==> config.mk <==
export PLATFORM = sky130hd
export DESIGN_NAME = threshold_trigger
export DESIGN_NICKNAME = d
export VERILOG_FILES = /design/src/rtl/threshold_trigger_pkg.sv /design/src/rtl/threshold_trigger_cmp.sv /design/src/rtl/threshold_trigger.sv
export SDC_FILE = /design/constraint.sdc
export NUM_CORES = 1
export LEC_CHECK = 0
export BUFFER_PORTS_ARGS = -buffer_cell sky130_fd_sc_hd__buf_2
export CAP_MARGIN = 15
export CORE_ASPECT_RATIO = 1.25
export CORE_MARGIN = 3
export CORE_UTILIZATION = 30
export DETAILED_ROUTE_END_ITERATION = 7
export PLACE_DENSITY = 0.54
export SYNTH_ARGS = -nofsm -noshare
export SYNTH_HDL_FRONTEND = slang
export SYNTH_SLANG_ARGS = --single-unit
==> constraint.sdc <==
create_clock -name clk -period 14.7 [get_ports clk]
set_input_delay 0.735 -clock clk [delete_from_list [all_inputs] [get_ports clk]]
set_output_delay 0.735 -clock clk [all_outputs]
set_load 0.05 [all_outputs]
==> src/rtl/threshold_trigger_pkg.sv <==
// Shared types and default sizes for the threshold trigger block.
package threshold_trigger_pkg;

  localparam int TDATA_WIDTH_DEF  = 128;
  localparam int SAMPLE_WIDTH_DEF = 16;
  localparam int TRIG_COUNT_WIDTH = 16;
  localparam int POST_BEATS_WIDTH = 8;

  typedef enum logic [1:0] {
    IDLE     = 2'd0,
    SEND_PRE = 2'd1,
    STREAM   = 2'd2
  } state_t;

endpackage

==> src/rtl/threshold_trigger_cmp.sv <==
// Parallel signed compare of every sample in a beat against one threshold.
module beat_threshold_cmp
  import threshold_trigger_pkg::*;
#(
  parameter int TDATA_WIDTH  = TDATA_WIDTH_DEF,
  parameter int SAMPLE_WIDTH = SAMPLE_WIDTH_DEF
) (
  input  logic [TDATA_WIDTH-1:0]  beat,
  input  logic [SAMPLE_WIDTH-1:0] threshold,
  output logic                    hit
);

  localparam int NUM_SAMPLES = TDATA_WIDTH / SAMPLE_WIDTH;

  logic [NUM_SAMPLES-1:0] sample_hit;

  generate
    for (genvar gi = 0; gi < NUM_SAMPLES; gi++) begin : g_cmp
      assign sample_hit[gi] = $signed(beat[gi*SAMPLE_WIDTH +: SAMPLE_WIDTH]) > $signed(threshold);
    end
  endgenerate

  assign hit = |sample_hit;

endmodule

==> src/rtl/threshold_trigger.sv <==
// Captures a frame (pre-trigger beat, trigger beat, POST_BEATS beats) from an
// AXIS sample stream whenever a sample exceeds the signed threshold.
module threshold_trigger
  import threshold_trigger_pkg::*;
#(
  parameter int TDATA_WIDTH  = TDATA_WIDTH_DEF,
  parameter int SAMPLE_WIDTH = SAMPLE_WIDTH_DEF
) (
  input  logic                        clk,
  input  logic                        reset,
  input  logic [TDATA_WIDTH-1:0]      tdata,
  input  logic                        tvalid,
  output logic                        module_ready,
  input  logic                        enable,
  input  logic [SAMPLE_WIDTH-1:0]     threshold,
  input  logic [POST_BEATS_WIDTH-1:0] post_beats,
  output logic [TDATA_WIDTH-1:0]      m_tdata,
  output logic                        m_tvalid,
  input  logic                        m_tready,
  output logic                        m_tlast,
  output logic [TRIG_COUNT_WIDTH-1:0] trig_count
);

  state_t                      state_reg, state_next;
  logic [TDATA_WIDTH-1:0]      prev_reg, hold_reg, m_tdata_reg;
  logic                        m_tvalid_reg, m_tlast_reg;
  logic [POST_BEATS_WIDTH-1:0] cnt_reg;
  logic [TRIG_COUNT_WIDTH-1:0] trig_count_reg;
  logic                        hit, in_accept, out_xfer, trigger;

  beat_threshold_cmp #(
    .TDATA_WIDTH (TDATA_WIDTH),
    .SAMPLE_WIDTH(SAMPLE_WIDTH)
  ) u_cmp (
    .beat     (tdata),
    .threshold(threshold),
    .hit      (hit)
  );

  assign in_accept = tvalid & module_ready;
  assign out_xfer  = m_tvalid_reg & m_tready;
  assign trigger   = (state_reg == IDLE) & in_accept & enable & hit;

  always_ff @(posedge clk or posedge reset) begin
    if (reset) state_reg <= IDLE;
    else       state_reg <= state_next;
  end

  always_comb begin
    state_next = state_reg;
    case (state_reg)
      IDLE:     if (trigger) state_next = SEND_PRE;
      SEND_PRE: if (out_xfer) state_next = (cnt_reg == '0) ? IDLE : STREAM;
      STREAM:   if (in_accept && cnt_reg == POST_BEATS_WIDTH'(1)) state_next = IDLE;
      default:  state_next = IDLE;
    endcase
  end

  // Idle holds off new beats until any pending TLAST beat has drained.
  always_comb begin
    module_ready = 1'b0;
    case (state_reg)
      IDLE:     module_ready = ~m_tvalid_reg;
      SEND_PRE: module_ready = 1'b0;
      STREAM:   module_ready = ~m_tvalid_reg | m_tready;
      default:  module_ready = 1'b0;
    endcase
  end

  always_ff @(posedge clk or posedge reset) begin
    if (reset) begin
      prev_reg       <= '0;
      hold_reg       <= '0;
      m_tdata_reg    <= '0;
      m_tvalid_reg   <= 1'b0;
      m_tlast_reg    <= 1'b0;
      cnt_reg        <= '0;
      trig_count_reg <= '0;
    end else begin
      case (state_reg)
        IDLE: begin
          if (out_xfer) begin
            m_tvalid_reg <= 1'b0;
            m_tlast_reg  <= 1'b0;
          end
          if (in_accept) prev_reg <= tdata;
          if (trigger) begin
            m_tdata_reg    <= prev_reg;
            m_tvalid_reg   <= 1'b1;
            m_tlast_reg    <= 1'b0;
            hold_reg       <= tdata;
            cnt_reg        <= post_beats;
            trig_count_reg <= trig_count_reg + TRIG_COUNT_WIDTH'(1);
          end
        end
        SEND_PRE: begin
          if (out_xfer) begin
            m_tdata_reg <= hold_reg;
            m_tlast_reg <= (cnt_reg == '0);
          end
        end
        STREAM: begin
          if (in_accept) begin
            m_tdata_reg  <= tdata;
            m_tvalid_reg <= 1'b1;
            m_tlast_reg  <= (cnt_reg == POST_BEATS_WIDTH'(1));
            cnt_reg      <= cnt_reg - POST_BEATS_WIDTH'(1);
          end else if (out_xfer) begin
            m_tvalid_reg <= 1'b0;
          end
        end
        default: ;
      endcase
    end
  end

  assign m_tdata    = m_tdata_reg;
  assign m_tvalid   = m_tvalid_reg;
  assign m_tlast    = m_tlast_reg;
  assign trig_count = trig_count_reg;

endmodule

# Yosys cells after proc, flatten, opt, wreduce, memory -nomap -nowiden
# Cells that the tools add are included.
dict set report totals {
  regBits 412
  input_bits 157
  output_inout_bits 147
  word_cells 67
}
dict set report op_classes {
  addsub 2
  n_lt_le_gt_ge 8
  eq_ne 8
  mux 22
  bitwise 7
  reduce_logical 12
}
# operator n
set ops {}
lappend ops {{128-bit two-way mux} 3}
lappend ops {{128-bit case mux with 3 select lines} 1}
lappend ops {{16-bit greater-than comparator} 8}
lappend ops {{16-bit by 1-bit adder with 16-bit output (second input constant)} 1}
lappend ops {{8-bit two-way mux} 2}
lappend ops {{8-bit case mux with 2 select lines} 1}
lappend ops {{8-bit by 1-bit equality test with 1-bit output (second input constant)} 1}
lappend ops {{8-bit zero test} 1}
lappend ops {{2-bit two-way mux} 4}
lappend ops {{2-bit != test (second input constant)} 4}
lappend ops {{4-bit AND reduction} 2}
lappend ops {{8-bit OR reduction} 1}
lappend ops {{8-bit by 1-bit subtractor with 8-bit output (second input constant)} 1}
lappend ops {{1-bit two-way mux} 7}
lappend ops {{2-bit case mux with 3 select lines} 1}
lappend ops {{3-bit AND reduction} 2}
lappend ops {{1-bit AND} 5}
lappend ops {{1-bit case mux with 2 select lines} 2}
lappend ops {{2-bit AND reduction} 2}
lappend ops {{3-bit != test (second input constant)} 1}
lappend ops {{1-bit case mux with 3 select lines} 1}
lappend ops {{3-bit nonzero test} 1}
lappend ops {{2-bit by 1-bit equality test with 1-bit output (second input constant)} 1}
lappend ops {{2-bit equality test (second input constant)} 1}
lappend ops {{other kinds (5)} 5}

# Logic depth before layout (Yosys ltp)
dict set report depth {
  word_depth 9
  depth_mapped 14
  ltp_nobuf 11
}

# Hierarchy
# From an unflattened synthesis, not the netlist that was laid out.
dict set report hier_totals {
  hier_cells 2202
  area_unflattened_um2 20787.4
}
# mod instances cells_each area_per_inst_um2
set modules_own_cells {}
lappend modules_own_cells {threshold_trigger 1 1839 17919.7}
lappend modules_own_cells {beat_threshold_cmp 1 363 2867.8}

# Worst setup path after synthesis
# Ideal clock, no wire load.
dict set report synth_timing {
  path_type {input to register}
  start {input threshold[1]}
  end {register m_tdata_reg[20] (netlist: m_tdata[20])}
  setup_time_ps 127
  arrival_time_ps 3449
  t_required_ps 14573
  slack_ps 11123
  stages 14
  cell_sequence {inv_1 -> ha_1 -> nor2b_1 -> o211ai_1 -> a2111oi_0 -> or4b_1 -> mux2_1 -> o211ai_2 -> o211ai_1 -> buf_6 -> a21oi_4 -> buf_12 -> buf_8 -> mux2_1}
}
dict set report synth_between {
  elab_chain_len 5
}
# element line_no
set synth_rtl {}
lappend synth_rtl {{start: declaration} threshold_trigger.sv:15} ;# input logic [SAMPLE_WIDTH-1:0] threshold,
lappend synth_rtl {{16-bit greater-than comparator} threshold_trigger_cmp.sv:19} ;# assign sample_hit[gi] = $signed(beat[gi*SAMPLE_WIDTH +: SAMPLE_WIDTH]) > $signed(threshold);
lappend synth_rtl {{8-bit OR reduction (*)} threshold_trigger_cmp.sv:23} ;# assign hit = |sample_hit;
lappend synth_rtl {{1-bit AND (*)} threshold_trigger.sv:42} ;# assign trigger = (state_reg == IDLE) & in_accept & enable & hit;
lappend synth_rtl {{2-bit != test (no source line) (*)} --}
lappend synth_rtl {{4-bit AND reduction (no source line) (*)} --}
lappend synth_rtl {{end signal: assignment} threshold_trigger.sv:88} ;# m_tdata_reg <= prev_reg;
lappend synth_rtl {{end signal: assignment} threshold_trigger.sv:98} ;# m_tdata_reg <= hold_reg;
lappend synth_rtl {{end signal: assignment} threshold_trigger.sv:104} ;# m_tdata_reg <= tdata;
lappend synth_rtl {{end: declaration} threshold_trigger.sv:25} ;# logic [TDATA_WIDTH-1:0] prev_reg, hold_reg, m_tdata_reg;
# Every way passes the cells marked *; elsewhere a longest branch is shown, timed or not.
# A chain may end at the register's enable or synchronous reset.

# Worst setup path in the final report
dict set report layout_timing {
  start {register state_reg[0]}
  end {register trig_count_reg[15] (netlist: trig_count[15])}
}
dict set report layout_between {
  elab_chain_len 7
}
# element line_no
set layout_rtl {}
lappend layout_rtl {{start: declaration} threshold_trigger.sv:24} ;# state_t state_reg, state_next;
lappend layout_rtl {{start signal: assignment} threshold_trigger.sv:46} ;# else state_reg <= state_next;
lappend layout_rtl {{2-bit equality test / 2-bit zero test (equally long branches)} {threshold_trigger.sv:62, threshold_trigger.sv:42, threshold_trigger.sv:80}}
lappend layout_rtl {{1-bit case mux with 2 select lines} threshold_trigger.sv:62} ;# case (state_reg)
lappend layout_rtl {{1-bit AND} threshold_trigger.sv:40} ;# assign in_accept = tvalid & module_ready;
lappend layout_rtl {{1-bit AND (3 in a row)} threshold_trigger.sv:42}
lappend layout_rtl {{2-bit AND reduction (no source line) (*)} --}
lappend layout_rtl {{end signal: assignment} threshold_trigger.sv:93} ;# trig_count_reg <= trig_count_reg + TRIG_COUNT_WIDTH'(1);
lappend layout_rtl {{end: declaration} threshold_trigger.sv:28} ;# logic [TRIG_COUNT_WIDTH-1:0] trig_count_reg;
# Marked as above.

==> results.py <==
metrics = {
    "status": {
        "status": "complete, no violations",
    },
    "grt": {
        "grt_overflow": 0,
        "grt_pass1_vias": 15830,
        "grt_use_total_pct": 18.00,
        "antenna_found_initial": 10,
        "grt_max_degree": 215,
        "grt_pass1_wl_um": 100500,
    },
    "finish": {
        "areaGrowthSynthToFinish_pct": 18.01,
        "final_nets": 2360,
        "fin_cells": 3045,
        "drive_above_1_share_pct": 31.15,
        "final_cell_area_um2": 25010,
    },
    "timing": {
        "slew_viol_final": 0,
        "hold_violations": 0,
        "fmax_mhz": 212.5,
        "setup_tns_ps": 0,
        "rsz0062_at_grt": "no",
        "relSlewSlack_pct": 17.29,
        "fin_crit_sh_pct": 32.01,
        "finalSetupViolCount": 0,
        "period_needed_ps": 4706,
        "tightest_slew_ps": 1241,
        "finalClockSkew_ps": 13.69,
    },
    "logic_synthesis": {
        "ys_warn_count": 0,
        "async_reset_ff_share_pct": 100.0,
        "synth_edf_count": 0,
        "syn-num-nets": 2108,
        "netlist_instances": 1816,
        "avgSynthCellArea_um2": 11.67,
        "ys_seq_area_share_pct": 48.65,
        "synth-seq-cells": 412,
        "yosysUniqueCellTypes": 64,
        "syn_area_um2": 21190,
        "synthFlopType": "dfrtp_1",
    },
    "detailed_routing": {
        "first_pass_iters": 5,
        "viasPerCell": 5.116,
        "drtIter0Drc": 1022,
        "drc": 0,
        "num_vias": 15580,
        "ant_nets": 0,
        "wl_per_cell_um": 22.39,
        "routed_wl_um": 68180,
    },
    "floorplanning": {
        "num_rows": 108,
        "pin_count": 304,
        "dieArea_um2": 73880,
        "die_h_um": 303.2,
        "initial_core_util_pct": 30.39,
        "core_area_um2": 69730,
        "die_x_um": 243.7,
    },
    "worst_hold_path": {
        "hp-class": "primary input to async pin",
    },
    "clocking": {
        "root_buffer": "clkbuf_16",
        "cts_made_buffers": 46,
        "cts_tree": "done",
        "cts_hold_buf": 0,
        "cts_resized": 0,
        "cts-htree-levels": 2,
        "insertion_delay_ps": 580,
        "clockBufferDepth": 3,
        "clk_pin_slew_ps": 60,
        "cts_setup_buffers": 0,
        "cts.sinks": 412,
    },
    "flow_run": {
        "cap_viol_max_count": 0,
    },
    "critical_path": {
        "crit_fanout": 81,
        "setup.worst_path.end_class": "flip-flop",
        "r2r_start": "state_reg[0]$_DFFE_PP0P_",
        "critPathRequiredTime_ps": 15200,
        "critPathKind": "flip-flop to flip-flop",
        "cp-start-kind": "flip-flop",
        "cp-startpoint": "state_reg[0]$_DFFE_PP0P_",
        "crit_arrival_ps": 5210,
    },
    "power_and_ir_drop": {
        "vdd_drop_max_mv": 0.1683,
        "power_leakage_nw": 11.08,
        "power_density_nw_per_um2": 235.7,
    },
    "placement": {
        "dp.cells": 2954,
        "hpwl_um": 46970,
        "globalplace.congestion": 0.8040,
        "io_buffer_count": 303,
        "placed_area_um2": 23400,
    },
}
==> synthesized netlist by cell type, types with 32 or more instances <==
library cell,number,share of area (%)
a22oi_1,128,4.5
inv_1,39,0.69
clkbuf_1,75,1.3
dfrtp_1,412,49
a21oi_1,177,4.2
o21ai_0,32,0.76
nor2_1,152,2.7
mux2_2,250,13
mux2_1,122,6.5
ha_1,135,8.0
nand4_1,35,1.0
nand2_1,52,0.92
==> where the power goes <==
| part | switching, mW | total (mW) | internal, mW |
|---|---|---|---|
| Combinational | 1.70 | 2.68 | 0.980 |
| Clock | 0.497 | 1.21 | 0.710 |
| Sequential | 0.297 | 2.01 | 1.71 |
==> critical path: stages (launching register included) <==
cell and delay, ps:
dfrtp_1 420, inv_1 190, ha_4 860, a22o_1 300
and2_1 330, nand2_1 650, nor3_1 730, o21ai_0 550
nor3_1 380, xor2_1 180
==> final timing paths <==
| kind | to | slack, ps | depth (start not counted) |
|---|---|---|---|
| max in group asynchronous | prev_reg[91]$_DFFE_PP0P_ | 12080 | 4 |
| min | m_tdata[68]$_DFFE_PP0P_ | 220 | 2 |
| max reg2reg | trig_count[15]$_DFFE_PP0P_ | 9990 | 9 |
| min in group clk | hold_reg[45]$_DFFE_PP0P_ | 460 | 2 |
| min reg2reg | m_tdata[68]$_DFFE_PP0P_ | 480 | 1 |
| max | trig_count[15]$_DFFE_PP0P_ | 9990 | 9 |
==> stage by stage <==
stage	utilization (%)	worst slack, ps	hold slack (ps)	total power [mW]
CTS	35.80	9987	264.1	5.980
global route	35.84	9952	272.9	6.265
floorplan	-	2500	450.5	4.091
global placement	33.56	9712	454.5	4.656
detailed placement	33.56	9670	469.2	4.738
finish	35.87	9994	216.5	5.894
==> placed cells by master, fill, tap and decap left out, types with 4 or more instances in the layout <==
cell type	n
a22oi_1	128
a2111oi_0	6
clkbuf_1	5
nor2_1	152
nor2b_1	8
mux2_1	122
nand4_1	35
a31oi_1	6
clkinvlp_4	4
buf_2	303
xor2_1	11
o21ai_0	32
o21a_1	5
nand2_1	52
inv_1	38
clkbuf_16	47
diode_2	7
mux2_2	250
clkbuf_8	7
nor4_1	7
o211ai_1	6
ha_1	132
nor3_1	23
a211oi_1	5
buf_4	9
xnor2_1	4
nand2b_1	5
a21oi_1	177
nand3_1	23
clkinv_2	11
a21o_1	10
bufinv_16	5
dfrtp_1	412
==> cell families after synthesis <==
group                      Yosys count  synth area share (%)
AOI/OAI and AO/OA                  410                 12.36
and+or+nand+nor                    319                 6.784
buffers and inverters              152                 3.796
xor gates and xnor gates            15                0.6199
adders and majority gates          135                 7.971
muxes                              373                 19.81
DFF                                412                 48.65
==> cell type report <==
class	instances	area [um^2]
Fill cell	6966	44720
Sequential cell	412	10310
Multi-Input combinational cell	1252	10120
Timing Repair Buffer	316	1672
Clock buffer	59	1291
Tap cell	935	1170
Clock inverter	24	270.3
Inverter	40	157.7
Antenna cell	7	17.52
==> per-layer routing <==
layer	routed length, um	track usage, %	vias to the layer above	part of all wire, %
met1	29700	23.20	7867	44
met4	2144	5.985	8	3.1
met2	32540	30.12	389	48
li1	-	-	7212	-
met3	3732	3.895	102	5.5
met5	55	0	-	0.081
No activity file was read; power rests on OpenSTA's default activity.
